### config.mk
export PLATFORM = sky130hd
export DESIGN_NAME = pit_shared_timer_scheduler
export DESIGN_NICKNAME = d
export VERILOG_FILES = /design/src/rtl/pit_shared_timer_scheduler.sv
export SDC_FILE = /design/constraint.sdc
export NUM_CORES = 1
export LEC_CHECK = 0
export CAP_MARGIN = 20
export CORE_MARGIN = 5
export CORE_UTILIZATION = 40
export DETAILED_ROUTE_END_ITERATION = 6
export GPL_TIMING_DRIVEN = 0
export PLACE_DENSITY = 0.71
export REMOVE_ABC_BUFFERS = 1
export SYNTH_ARGS = -nofsm -noshare
export SYNTH_HDL_FRONTEND = slang
export SYNTH_SLANG_ARGS = --single-unit
### constraint.sdc
create_clock -name clk_i -period 2.56 [get_ports clk_i]
set_input_delay 0.64 -clock clk_i [delete_from_list [all_inputs] [get_ports clk_i]]
set_output_delay 0.64 -clock clk_i [all_outputs]
set_load 0.02 [all_outputs]
### src/rtl/pit_shared_timer_scheduler.sv
// Shared prescaled one-shot timer: round-robin grants one requester at a time,
// counts its N ticks and pulses that requester's done line plus irq on expiry.
module pit_shared_timer_scheduler #(
  parameter int unsigned  NUM_REQ    = 4,
  parameter int unsigned  COUNT_W    = 16,
  parameter int unsigned  PRESCALE_W = 8,
  localparam int unsigned ID_W       = $clog2(NUM_REQ)
) (
  input  logic                       clk_i,
  input  logic                       reset_i,
  input  logic                       enable_i,
  input  logic                       abort_i,
  input  logic [PRESCALE_W-1:0]      prescale_i,
  input  logic [NUM_REQ-1:0]         req_valid_i,
  input  logic [NUM_REQ*COUNT_W-1:0] req_count_i,
  output logic [NUM_REQ-1:0]         req_ready_o,
  output logic [NUM_REQ-1:0]         done_pulse_o,
  output logic                       irq_o,
  output logic                       busy_o,
  output logic [ID_W-1:0]            active_id_o,
  output logic [COUNT_W-1:0]         remaining_o
);

  localparam logic [1:0] ST_IDLE = 2'd0;
  localparam logic [1:0] ST_RUN  = 2'd1;
  localparam logic [1:0] ST_FIRE = 2'd2;

  logic [1:0]            state_q, state_d;
  logic [ID_W-1:0]       rr_q, rr_d;
  logic [ID_W-1:0]       id_q, id_d;
  logic [COUNT_W-1:0]    cnt_q, cnt_d;
  logic [PRESCALE_W-1:0] pre_cnt_q, pre_cnt_d;
  logic [PRESCALE_W-1:0] pre_lat_q, pre_lat_d;
  logic [NUM_REQ-1:0]    done_q, done_d;
  logic                  irq_q, irq_d;
  logic                  busy_q, busy_d;
  logic [COUNT_W-1:0]    rem_q, rem_d;

  logic [COUNT_W-1:0]    req_cnt_arr [NUM_REQ];
  logic                  grant_found;
  logic [ID_W-1:0]       grant_id;
  logic [ID_W-1:0]       scan_id;
  logic [ID_W-1:0]       next_id;

  for (genvar g = 0; g < NUM_REQ; g++) begin : g_cnt_slice
    assign req_cnt_arr[g] = req_count_i[g*COUNT_W +: COUNT_W];
  end

  // Round-robin pick: first valid requester at or above rr_q, wrapping.
  always_comb begin
    grant_found = 1'b0;
    grant_id    = '0;
    scan_id     = '0;
    for (int unsigned i = 0; i < NUM_REQ; i++) begin
      scan_id = ID_W'((32'(rr_q) + i) % NUM_REQ);
      if (!grant_found && req_valid_i[scan_id]) begin
        grant_found = 1'b1;
        grant_id    = scan_id;
      end
    end
  end

  assign next_id = (id_q == ID_W'(NUM_REQ - 1)) ? '0 : id_q + ID_W'(1);

  always_comb begin
    state_d     = state_q;
    rr_d        = rr_q;
    id_d        = id_q;
    cnt_d       = cnt_q;
    pre_cnt_d   = pre_cnt_q;
    pre_lat_d   = pre_lat_q;
    req_ready_o = '0;
    case (state_q)
      ST_IDLE: begin
        if (enable_i && grant_found && !reset_i) begin
          req_ready_o = NUM_REQ'(1) << grant_id;
          id_d        = grant_id;
          cnt_d       = req_cnt_arr[grant_id];
          pre_lat_d   = prescale_i;
          pre_cnt_d   = '0;
          state_d     = (req_cnt_arr[grant_id] != '0) ? ST_RUN : ST_FIRE;
        end
      end
      ST_RUN: begin
        // Abort takes priority over an expiry tick in the same cycle.
        if (abort_i) begin
          state_d = ST_IDLE;
          rr_d    = next_id;
        end else if (enable_i) begin
          if (pre_cnt_q == pre_lat_q) begin
            pre_cnt_d = '0;
            cnt_d     = cnt_q - COUNT_W'(1);
            if (cnt_q == COUNT_W'(1)) state_d = ST_FIRE;
          end else begin
            pre_cnt_d = pre_cnt_q + PRESCALE_W'(1);
          end
        end
      end
      ST_FIRE: begin
        rr_d    = next_id;
        state_d = ST_IDLE;
      end
      default: state_d = ST_IDLE;
    endcase
    done_d = (state_d == ST_FIRE) ? (NUM_REQ'(1) << id_d) : '0;
    irq_d  = (state_d == ST_FIRE);
    busy_d = (state_d != ST_IDLE);
    rem_d  = (state_d == ST_RUN) ? cnt_d : '0;
  end

  always_ff @(posedge clk_i) begin
    if (reset_i) begin
      state_q   <= ST_IDLE;
      rr_q      <= '0;
      id_q      <= '0;
      cnt_q     <= '0;
      pre_cnt_q <= '0;
      pre_lat_q <= '0;
      done_q    <= '0;
      irq_q     <= 1'b0;
      busy_q    <= 1'b0;
      rem_q     <= '0;
    end else begin
      state_q   <= state_d;
      rr_q      <= rr_d;
      id_q      <= id_d;
      cnt_q     <= cnt_d;
      pre_cnt_q <= pre_cnt_d;
      pre_lat_q <= pre_lat_d;
      done_q    <= done_d;
      irq_q     <= irq_d;
      busy_q    <= busy_d;
      rem_q     <= rem_d;
    end
  end

  assign done_pulse_o = done_q;
  assign irq_o        = irq_q;
  assign busy_o       = busy_q;
  assign active_id_o  = id_q;
  assign remaining_o  = rem_q;

endmodule

Yosys cells after proc, flatten, opt, wreduce, memory -nomap -nowiden --
Cells that the tools add are included.
Cells by class: $add $sub $neg 6, $mul 0, div/mod/pow operators 0, $lt $le $gt $ge 5, equality and inequality tests 11, shift-type cells 2, muxes and demuxes 43, bitwise gates (word level) 3, reductions and logical operators 19
Operators with widths (number):
- $mux 16 | 6
- $bmux 16 s2 | 1
- $mux 8 | 4
- $pmux 16 s2 | 1
- $mux 2 | 14
- $eq 16x1->1 const B | 1
- $pmux 8 s2 | 1
- $reduce_bool 16->1 | 1
- $sub 16x1->16 const B | 1
- $lt 2x3->1 const B | 4
- $add 8x1->8 const B | 1
- $bmux 1 s2 | 4
- $eq 8x8->1 | 1
- $mux 1 | 8
- $mux 4 | 2
- $ne 2x2->1 const B | 4
- $pmux 2 s2 | 2
- $shl 1x2->4 const A | 2
- $eq 2x2->1 const B | 3
- $reduce_bool 2->1 | 3
- $logic_and 1x1->1 | 5
- $add 2x1->2 const B | 2
- $add 2x2->2 const B | 2
- $eq 2x1->1 const B | 2
- 8 further kinds | 14
Storage, ports and cells: flip-flop bits (word level) 60, latch bits 0, memory bits (writable) 0, bits in read-only memories 0, input port bits 80, output and inout bits 28, logic and storage cells 99, memories kept 0

Longest topological paths before layout --
Gate-level depths: netlist of the first run.
word-level depth 23, mapped depth 10, depth with buffers taken out 9

Worst setup path before layout of the first run --
OpenSTA, ideal clock, no wires.
kind in2out, from in reset_i, to out req_ready_o[2], arrival 2198 ps, data required time 1920 ps, path slack -278 ps, stages 6, buffers on the path 1, cell sequence clkbuf_1 > nor3b_1 > nor2_1 > nor3_2 > o21ai_0 > nor2_1
On the way: word-level cells in the longest chain between the ends 4
Ends and longest elaborated chain:
- start, declared | line 10 | input logic reset_i,
- $logic_not 1->1 | line 75 | if (enable_i && grant_found && !reset_i) begin
- $logic_and 1x1->1 | line 75
- $mux 4 | line 75
- $mux 4 | line 73 | case (state_q)
- end, declared | line 16 | output logic [NUM_REQ-1:0] req_ready_o,
No other way between the ends.

Worst setup path in the final report of the first run --
from reg rr_q[1], to reg done_q[3], in the netlist done_pulse_o[3]
On the way: word-level cells in the longest chain between the ends 23, elaborated cells between the ends (all ways) 41, those cells by class add/sub (3); eq/ne (1); shift (1); mux (24); bitwise (2); reduce/logical (10)
Ends and longest elaborated chain:
- start, declared | line 29 | logic [ID_W-1:0] rr_q, rr_d;
- start signal, assigned | line 125 | rr_q <= rr_d;
- branches (longest 23 deep; another with $add 2x1->2)
- end signal, assigned | line 130 | done_q <= done_d;
- end, declared | line 34 | logic [NUM_REQ-1:0] done_q, done_d;
Several ways; the timed one is not identified. The select of a mux whose other input is x is not followed. A chain may end at the register's enable or synchronous reset.

==> out/qor.csv, run 1 <==
stage,metric,value,unit
clock_tree,CTS buffer count,9,
route,Pre-antenna DRT Iters,5,
global_routing,largest net degree at the start of global routing,30,
timing,"Setup violations, final",4,
synthesis,Synth top area share,35.56,%
power_and_ir_drop,Pleak,0.002099,uW
timing,Tmin final,2.646,ns
clock_tree,CTS HTree Levels,3,
timing,Final TNS setup,-0.1829,ns
global_routing,initial antenna violation count,0,
power_and_ir_drop,PwrDens,512.6,nW/um^2
synthesis,Synth Cell Area,3378,sq um
timing,Min Hold Slack,0.4886,ns
worst_setup_path,Critical Path End Type,register,
floorplan,Initial Util,41.11,%
timing,Final Max Slew Viols,0,
synthesis,synthesized netlist cell count,390,
clock_tree,CTS tree,done,
clock_tree,worst skew pair latency,0.35,ns
synthesis,register area share after synthesis,35.56,%
route,DRT antenna net count,0,
synthesis,Yosys cell types,56,
floorplan,core area,8217,sq um
synthesis,Ys Warns,0,
route,detailed-route DRC error count,0,
global_routing,Total Routing Usage GR,20.56,%
finish,Area Growth Syn to Fin,59.48,%
floorplan,Die W,101.9,um
worst_setup_path,Worst EP arrival,2.89,ns
timing,worst slew pin tran,0.6475,ns
finish,Layout Utilization,65.57,%
floorplan,Ports,108,
synthesis,number of synthesized register bits,60,
global_routing,grt ovf,0,
power_and_ir_drop,Max VDD drop,417.5,uV
power_and_ir_drop,Logic pwr share,31.1,%
clock_tree,CTS Sinks,60,
finish,"Net count, final",614,
run_status,status,"complete, but fails checks",
power_and_ir_drop,switching share of power,30.63,%
worst_setup_path,CP Max Fanout,7,
synthesis,synth cell count leaders,"dfxtp_1, nand2_1, nor2_1",
global_routing,first-pass GRT wire length,16760,um
floorplan,die footprint,10380,sq um
clock_tree,Root Driver,clkbuf_8,
worst_setup_path,Setup CP Type,reg2reg,
timing,worst relative slew slack,56.68,%
place,RePlAce Congestion,0.8874,
route,DRT iter0 DRCs,208,
place,input/output buffers,107,
floorplan,# rows,33,
worst_setup_path,Setup crit start kind,register,
place,pre-CTS WS,-2.253,ns
finish,n_diodes,0,
route,WL/cell,17.29,um
power_and_ir_drop,internal cell power,1916,uW
timing,Clock Skew,0.01117,ns
synthesis,Yosys top cell by area,dfxtp_1,
clock_tree,CTS max path bufs,2,
global_routing,vias in the first global route,3370,
timing,Tcrit/Tclk final,103.3,%
route,vias,3534,
synthesis,Post-synth EDFFs,0,
finish,fraction of layout cells with a size suffix above 1,21.68,%
synthesis,most numerous cell in the Yosys netlist,dfxtp_1,
route,final wirelength,11070,um
floorplan,Die Span Y,101.9,um
power_and_ir_drop,Sw Pwr,845.8,uW
clock_tree,hold buffer count at CTS,0,
hold_path,HP Class,reg2reg,
timing,RSZ-0062 raised after global routing,true,
power_and_ir_drop,Design Power,2762,uW
synthesis,fraction of registers with async set/reset,0,%
route,vias per cell,5.522,
clock_tree,"Reg clk slew, reported paths",0.07,ns
finish,FILL cells,658,
synthesis,synth top area cells,"dfxtp_1, mux2i_1, mux2_2",
synthesis,Syn Area/Cell,8.662,sq um
run_status,failing checks,negative setup slack,
power_and_ir_drop,Clk network pwr share,30.7,%
place,DP HPWL,7226,um
worst_setup_path,Worst Path Required,2.80,ns
timing,final hold violations,0,
timing,FMAX,378.0,MHz
job,max-cap violations,0,
timing,worst setup margin,-0.08575,ns
synthesis,Synth Flop Type,dfxtp_1,
power_and_ir_drop,sequential share of power,38.1,%
==> final timing paths <==
path | slack [ns] | end | startpoint | cells after the start
min reg2reg | 0.49 | pre_lat_q[3]$_SDFFE_PP0P_ | pre_lat_q[3]$_SDFFE_PP0P_ | 2
max reg2reg | -0.09 | done_pulse_o[3]$_SDFF_PP0_ | rr_q[1]$_SDFFE_PP0P_ | 13
min | 0.49 | pre_lat_q[3]$_SDFFE_PP0P_ | pre_lat_q[3]$_SDFFE_PP0P_ | 2
max | -0.09 | done_pulse_o[3]$_SDFF_PP0_ | rr_q[1]$_SDFFE_PP0P_ | 13
==> flip-flops by register name, indices dropped and copies added, names as in the netlist <==
name          flops
pre_lat_q         8
irq_o             1
done_pulse_o      4
cnt_q            16
remaining_o      16
state_q           2
pre_cnt_q         8
rr_q              2
busy_o            1
active_id_o       2
==> logic make-up after synthesis <==
family	synth area share, %
AND/OR/NAND/NOR	27.52
AO/OA/AOI/OAI	12.26
flip-flops	35.56
multiplexers	16.30
buffers and inverters	3.259
XOR/XNOR	3.630
adder cells (fa/ha/maj)	1.482
==> metrics by stage <==
step | cells | area, sq um
after CTS | 635 | 5265
after floorplan | 374 | 3296
after global placement | 586 | 4498
after global routing | 640 | 5388
after detailed placement | 588 | 4559
final | 640 | 5388
==> power groups by stage <==
stage,combinational (uW),sequential (uW),clock [uW]
2_1_floorplan,356,1090,0
3_3_place_gp,642,1070,0
3_5_place_dp,671,1070,0
4_1_cts,820,1050,867
5_1_grt,923,1060,924
6_report,860,1050,848
==> metal layers <==
| layer | up-vias | global-route usage (%) | share of wire (%) |
|---|---|---|---|
| met5 | - | 0 | 0 |
| met4 | 0 | 5.651 | 1.2 |
| li1 | 1682 | - | - |
| met1 | 1654 | 25.64 | 42 |
| met2 | 187 | 34.71 | 47 |
| met3 | 11 | 6.075 | 10 |
==> cells in the final DEF (no fill, tap or decap), types with 10 or more instances in the layout <==
cell type	count
clkdlybuf4s50_1	96
dfxtp_1	57
nand2_1	38
mux2i_1	36
nor2_1	34
buf_4	26
a21oi_1	20
mux2_2	11
nor2b_1	11
buf_6	11
nand2b_1	10
o21ai_0	10
==> area by class of cell <==
cell class / count / area (sq um) / share of cell area (%)
repair buffers: 143 / 1503 / 27.89
well taps: 105 / 131.4 / 2.438
clock buffers: 9 / 123.9 / 2.299
flip-flops and latches: 60 / 1210 / 22.46
clock inverters: 7 / 77.57 / 1.440
multi-input cells: 309 / 2308 / 42.85
inverters: 7 / 33.78 / 0.6270
==> worst max-delay path, cell delays in order, from the launching register on <==
cell and delay (ns):
dfxtp_4 0.38, mux2i_4 0.24, o22ai_4 0.11, nor2_4 0.16, buf_12 0.14, buf_16 0.12, buf_6 0.09, mux2i_1 0.18
mux2_4 0.21, nand4_4 0.10, nor4_4 0.29, buf_6 0.17, a22oi_2 0.12, a2111oi_2 0.24
==> what timing repair did <==
item / in CTS / in global routing
gates cloned: 4 / 1
gates resized for setup: 95 / 26
setup endpoints to repair: 61 / 31
endpoints found under the hold margin: 0 / 0
setup buffers: 27 / 5
pin swaps: 19 / 13
Power figures use the tool's default switching activity.
==> run 2: changes to the inputs <==
Settings changed: PLACE_DENSITY 0.71 to 0.69.
Clock period 2.56 ns to 3 ns, I/O delays scaled along.
==> out/qor.csv, run 2 (synthesis results as in run 1) <==
stage,metric,value,unit,change
route,WL/cell,16.29,um,-5.8%
timing,worst setup margin,0.1027,ns,+0.1885 ns
route,Pre-antenna DRT Iters,4,,-1
worst_setup_path,Setup crit start kind,input port,,
floorplan,Die Span Y,101.9,um,unchanged
global_routing,vias in the first global route,3306,,-1.9%
run_status,status,completed,,
route,vias,3323,,-6.0%
worst_setup_path,Critical Path End Type,output port,,
finish,fraction of layout cells with a size suffix above 1,15.15,%,-6.5 points
clock_tree,hold buffer count at CTS,0,,unchanged
floorplan,Initial Util,41.11,%,unchanged
worst_setup_path,CP Max Fanout,18,,+11
place,input/output buffers,107,,unchanged
worst_setup_path,Worst EP arrival,2.15,ns,-0.74 ns
finish,most frequent cells in the layout,"clkdlybuf4s50_1, dfxtp_1, nand2_1, mux2i_1, nor2_1",,
worst_setup_path,worst stage delay on the critical path,0.28,ns,-0.10 ns
timing,Final Max Slew Viols,0,,unchanged
finish,FILL cells,729,,+11%
timing,final hold violations,0,,unchanged
global_routing,grt ovf,0,,unchanged
worst_setup_path,Worst Path Required,2.25,ns,-0.55 ns
worst_setup_path,"Cell Chain, Critical Path",buf_8 -> buf_16 -> nor3b_4 -> nor2_4 -> nor3_4 -> clkbuf_16 -> o21ai_2 -> nor2_1 -> buf_4,,
hold_path,hold depth,2,,unchanged
worst_setup_path,Worst path slowest cell,nor3b_4,,
power_and_ir_drop,PwrDens,438.5,nW/um^2,-14%
timing,worst relative slew slack,32.79,%,-24 points
global_routing,first-pass GRT wire length,15850,um,-5.4%
global_routing,largest net degree at the start of global routing,30,,unchanged
finish,n_diodes,0,,unchanged
route,DRT antenna net count,0,,unchanged
route,detailed-route DRC error count,0,,unchanged
clock_tree,worst skew pair latency,0.34,ns,about the same
hold_path,HP Class,reg2reg,,
floorplan,Ports,108,,unchanged
finish,"most common cell after layout, fill and taps aside",clkdlybuf4s50_1,,
place,pre-CTS WS,-1.945,ns,+0.3077 ns
clock_tree,Root Driver,clkbuf_8,,
finish,Area Growth Syn to Fin,46.52,%,
worst_setup_path,Setup CP Type,in2out,,
timing,FMAX,345.1,MHz,
clock_tree,"Reg clk slew, reported paths",0.06,ns,about the same
timing,Tcrit/Tclk final,96.58,%,
global_routing,initial antenna violation count,0,,unchanged
worst_setup_path,R2R cell count,10,,-3
floorplan,die footprint,10380,sq um,unchanged
finish,"Net count, final",594,,-3.3%
timing,Tmin final,2.897,ns,
timing,worst slew pin tran,1.006,ns,+0.3582 ns
clock_tree,CTS tree,done,,
power_and_ir_drop,Max VDD drop,340.5,uV,-18%
finish,Layout Utilization,60.24,%,-5.3 points
power_and_ir_drop,Pleak,0.001893,uW,-9.8%
clock_tree,CTS Sinks,60,,unchanged
clock_tree,CTS max path bufs,2,,unchanged
floorplan,core area,8217,sq um,unchanged
clock_tree,CTS buffer count,9,,unchanged
timing,Clock Skew,0.01426,ns,+0.003091 ns
floorplan,Die W,101.9,um,unchanged
route,DRT iter0 DRCs,146,,-30%
route,final wirelength,10100,um,-8.8%
timing,RSZ-0062 raised after global routing,false,,
timing,"Setup violations, final",0,,-4
route,vias per cell,5.360,,-2.9%
global_routing,Total Routing Usage GR,19.30,%,-1.3 points
floorplan,# rows,33,,unchanged
job,max-cap violations,0,,unchanged
place,DP HPWL,7432,um,+2.9%
clock_tree,CTS HTree Levels,3,,unchanged
place,RePlAce Congestion,0.9216,,+3.9%
run 2: worst paths after layout:
path	start	to	slack (ns)
worst min register to register	pre_lat_q[3]$_SDFFE_PP0P_	pre_lat_q[3]$_SDFFE_PP0P_	0.49
worst min-delay path	pre_lat_q[3]$_SDFFE_PP0P_	pre_lat_q[3]$_SDFFE_PP0P_	0.49
worst max-delay path	reset_i	req_ready_o[2]	0.10
worst max register to register	rr_q[1]$_SDFFE_PP0P_	remaining_o[10]$_SDFF_PP0_	0.27
run 2: power by group:
part / leakage [uW] / switching [uW] / total [uW] / internal (uW)
registers: 0.000491 / 45.9 / 898 / 853
clock network: 0.0000739 / 339 / 639 / 299
logic: 0.00133 / 295 / 633 / 339
run 2: critical path, delay by kind of cell:
family                 cells  cell delay, ns
and+or+nand+nor            4            0.69
buffers and inverters      4            0.64
AOI/OAI and AO/OA          1            0.05
run 2: through the flow:
step | TNS (ns) | power, uW | hold slack (ns) | instances | instance area (sq um)
after CTS | 0 | 2187 | 0.4903 | 619 | 4916
after floorplan | -2.461 | 1230 | 0.4616 | 374 | 3296
final | 0 | 2170 | 0.4880 | 620 | 4950
after detailed placement | -55.79 | 1493 | 0.4782 | 589 | 4579
after global placement | -101.66 | 1463 | 0.4811 | 586 | 4498
after global routing | 0 | 2293 | 0.5159 | 620 | 4950
run 2: timing repair:
action / CTS / global route
resized for setup: 52 / 9
pin swaps: 4 / 6
cloned: 2 / 0
endpoints found under the setup margin: 61 / 6
buffers inserted: 12 / 1
run 2: final cells by class:
cell class,instances,area (sq um),area share [%]
tap,105,131.4,2.654
clock buffer,9,123.9,2.503
timing repair buffer,125,1280,25.86
inverter,7,27.53,0.5561
sequential,60,1202,24.29
clock inverter,7,51.30,1.036
multi-input combinational,307,2133,43.10
run 2: layer usage:
layer / wire length, um / vias to the layer above / GRT usage [%]
met4: 167 / 0 / 6.256
met3: 1014 / 15 / 5.324
met5: 0 / - / 0
met2: 4770 / 146 / 33.30
li1: - / 1633 / -
met1: 4144 / 1529 / 23.31
==> patch: new RTL, config.mk and constraints of run 2 <==
The parameter `NUM_REQ` goes from 4 to 8.
--- a/src/rtl/pit_shared_timer_scheduler.sv
+++ b/src/rtl/pit_shared_timer_scheduler.sv
@@ -1,7 +1,7 @@
 // Shared prescaled one-shot timer: round-robin grants one requester at a time,
 // counts its N ticks and pulses that requester's done line plus irq on expiry.
 module pit_shared_timer_scheduler #(
-  parameter int unsigned  NUM_REQ    = 4,
+  parameter int unsigned  NUM_REQ    = 8,
   parameter int unsigned  COUNT_W    = 16,
   parameter int unsigned  PRESCALE_W = 8,
   localparam int unsigned ID_W       = $clog2(NUM_REQ)
Ports: changed (5 resized); port bits go from 108 to 185. The function was not compared with the original's and may differ.
==> patch against run 2 <==
- the flow now finishes with violations (setup timing)
- die area increased by 51%
- maximum frequency decreased by 38%
- sequential cell count increased by 6
- total power increased by 72%
- worst setup slack got worse by 1800 ps
- wire length increased by 110%
- synthesized area increased by 57%
- count of clock-buffer cells in the layout unchanged
- cell area increased by 85%
- highest routed layer unchanged
==> patch: results (changes against run 2) <==
Synthesis
  • Most area-consuming cells after synthesis: dfxtp_1 (25%), mux2i_1 (19%), nor2_1 (5.7%), nand2_1 (4.8%), mux2_2 (3.8%)
  • Adder and majority gate portion of the synthesized area: 1.65% (+0.17 points)
  • Number of synthesis warnings: 0 (unchanged)
  • Compound-gate portion of the synthesized area: 14.7% (+2.4 points)
  • Multiplexer share of the synthesized area: 29.1% (+13 points)
  • Share of flip-flops with an asynchronous set or reset: 0% (unchanged)
  • Register area share after synthesis: 24.9% (-11 points)
  • Post-synthesis share of cell area spent on xor and xnor gates: 2.81% (-0.82 points)

STA
  • Worst clock skew: 7.62 ps (-6.64 ps)
  • Pin slew with the least headroom to its limit: 1050 ps (+48.5 ps)
  • Worst-case setup margin in the final layout: -1670 ps (-1770 ps)
  • Number of failing setup endpoints in the final timing report: 71 (+71)
  • Final TNS setup: -84390 ps (-84390 ps)

Placement
  • Routability Congestion: 0.943 (+2.3%)
  • Total of buffers placed on input and output ports: 184 (+72%)
  • DP Worst Slack: -4410 ps (-2460 ps)
  • DP Area: 7240 sq um (+58%)
  • Detailed placer's ending HPWL: 13400 microns (+80%)

Cells and area
  • Nets: 1022 (+72%)
  • Layout cell share with drive strength beyond 1: 28.7% (+14 points)
  • Fill count: 1001 (+37%)

Setup path
  • Crit-path slowest cell: or4_4
  • Family with the most delay on the worst path: simple AND/OR/NAND/NOR gates
  • R2R cell count: 20 (+10)
  • Peak fanout along the critical path: 8 (-10)
  • Worst path max stage delay: 640 ps (+360 ps)

Pwr
  • Maximum VDD drop: 0.000282 V (-17%)
  • Total leakage power: 0.00332 uW (+75%)

Status
  • Violated checks: setup timing
  • Result of the run: finished with violations

Global routing
  • Pin count of the biggest net entering global routing: 23 (-23%)
  • Global-route wire length before repair: 30800 microns (+94%)
  • Total GRT Usage: 24.0% (+4.7 points)
  • Number of global-route vias before repair: 5729 (+73%)

Floorplan
  • Floorplan die width: 125 microns (+23%)

Clocking
  • Clock Root Buffer: clkbuf_16

Drt
  • Initial DRC count: 309 (+110%)
  • Detailed-router iteration count before antenna repair: 5 (+1)
  • Final wirelength: 20700 microns (+110%)
  • Via density per instance: 5.65 (+5.5%)
## patch: cell types whose count changed in the layout (fill, tap and decap cells not counted), sizes merged, moves of 7 or more
cell	run 2	this run
mux2i	37	103
o221ai	0	7
nor2	40	82
nand2	40	71
buf	24	80
mux4	0	13
nand2b	11	1
clkdlybuf4s50	97	168
o21ai	13	25
## patch: power by group
group	leakage, uW	internal [uW]	switching (uW)	total, uW
Clock	0.000138	648	412	1060
Combinational	0.00264	881	795	1680
Sequential	0.000542	933	55.1	988
## patch: final timing paths
path	start	to	slack, ps
hold reg to reg	pre_lat_q[4]$_SDFFE_PP0P_	pre_lat_q[4]$_SDFFE_PP0P_	470
setup / recovery	req_valid_i[2]	remaining_o[1]$_SDFF_PP0_	-1670
hold / removal	pre_lat_q[4]$_SDFFE_PP0P_	pre_lat_q[4]$_SDFFE_PP0P_	470
setup reg to reg	rr_q[0]$_SDFFE_PP0P_	remaining_o[1]$_SDFF_PP0_	-1640
## patch: cells by family (layout without fill, tap and decap cells)
family / after synthesis / after routing
adder cells (fa/ha/maj): 7 / 7
AO/OA/AOI/OAI: 108 / 109
flip-flops: 66 / 66
buffers and inverters: 51 / 290
multiplexers: 134 / 134
XOR/XNOR: 17 / 17
AND/OR/NAND/NOR: 246 / 249
## patch: worst register-to-register path, delay by kind of cell, from the launching register on
kind / cells / cell delay (ps)
multiplexers: 4 / 960
AND/OR/NAND/NOR: 4 / 1160
flip-flops: 1 / 380
adder cells (fa/ha/maj): 1 / 290
AO/OA/AOI/OAI: 5 / 890
buffers and inverters: 6 / 840
## patch: metrics by stage
step	hold slack [ps]	std cells
2_1_floorplan	449	593
3_3_place_gp	466	953
3_5_place_dp	469	956
4_1_cts	477	1021
5_1_grt	496	1048
6_report	468	1048
## patch: routing by layer
metal  global-route usage, %  share of wire (%)  up-vias
li1                        -                  -     2797
met1                    30.1                 41     2842
met2                    41.8                 51      260
met3                    5.16                6.3       26
met4                    6.31                1.8        0
met5                       0                  0        -
## patch: layout make-up
cell class,count,area [sq um],share of cell area (%)
repair buffers,259,2720,29.6
inverters,15,97.6,1.06
clock inverters,7,78.8,0.859
multi-input cells,516,4510,49.1
flip-flops and latches,66,1330,14.5
well taps,176,220,2.40
clock buffers,9,225,2.45
## patch: what timing repair did
action	4_1_cts	5_1_grt
setup endpoints to repair	71	71
setup buffers	42	24
gates cloned	7	4
pin swaps	26	30
resized for setup	150	120
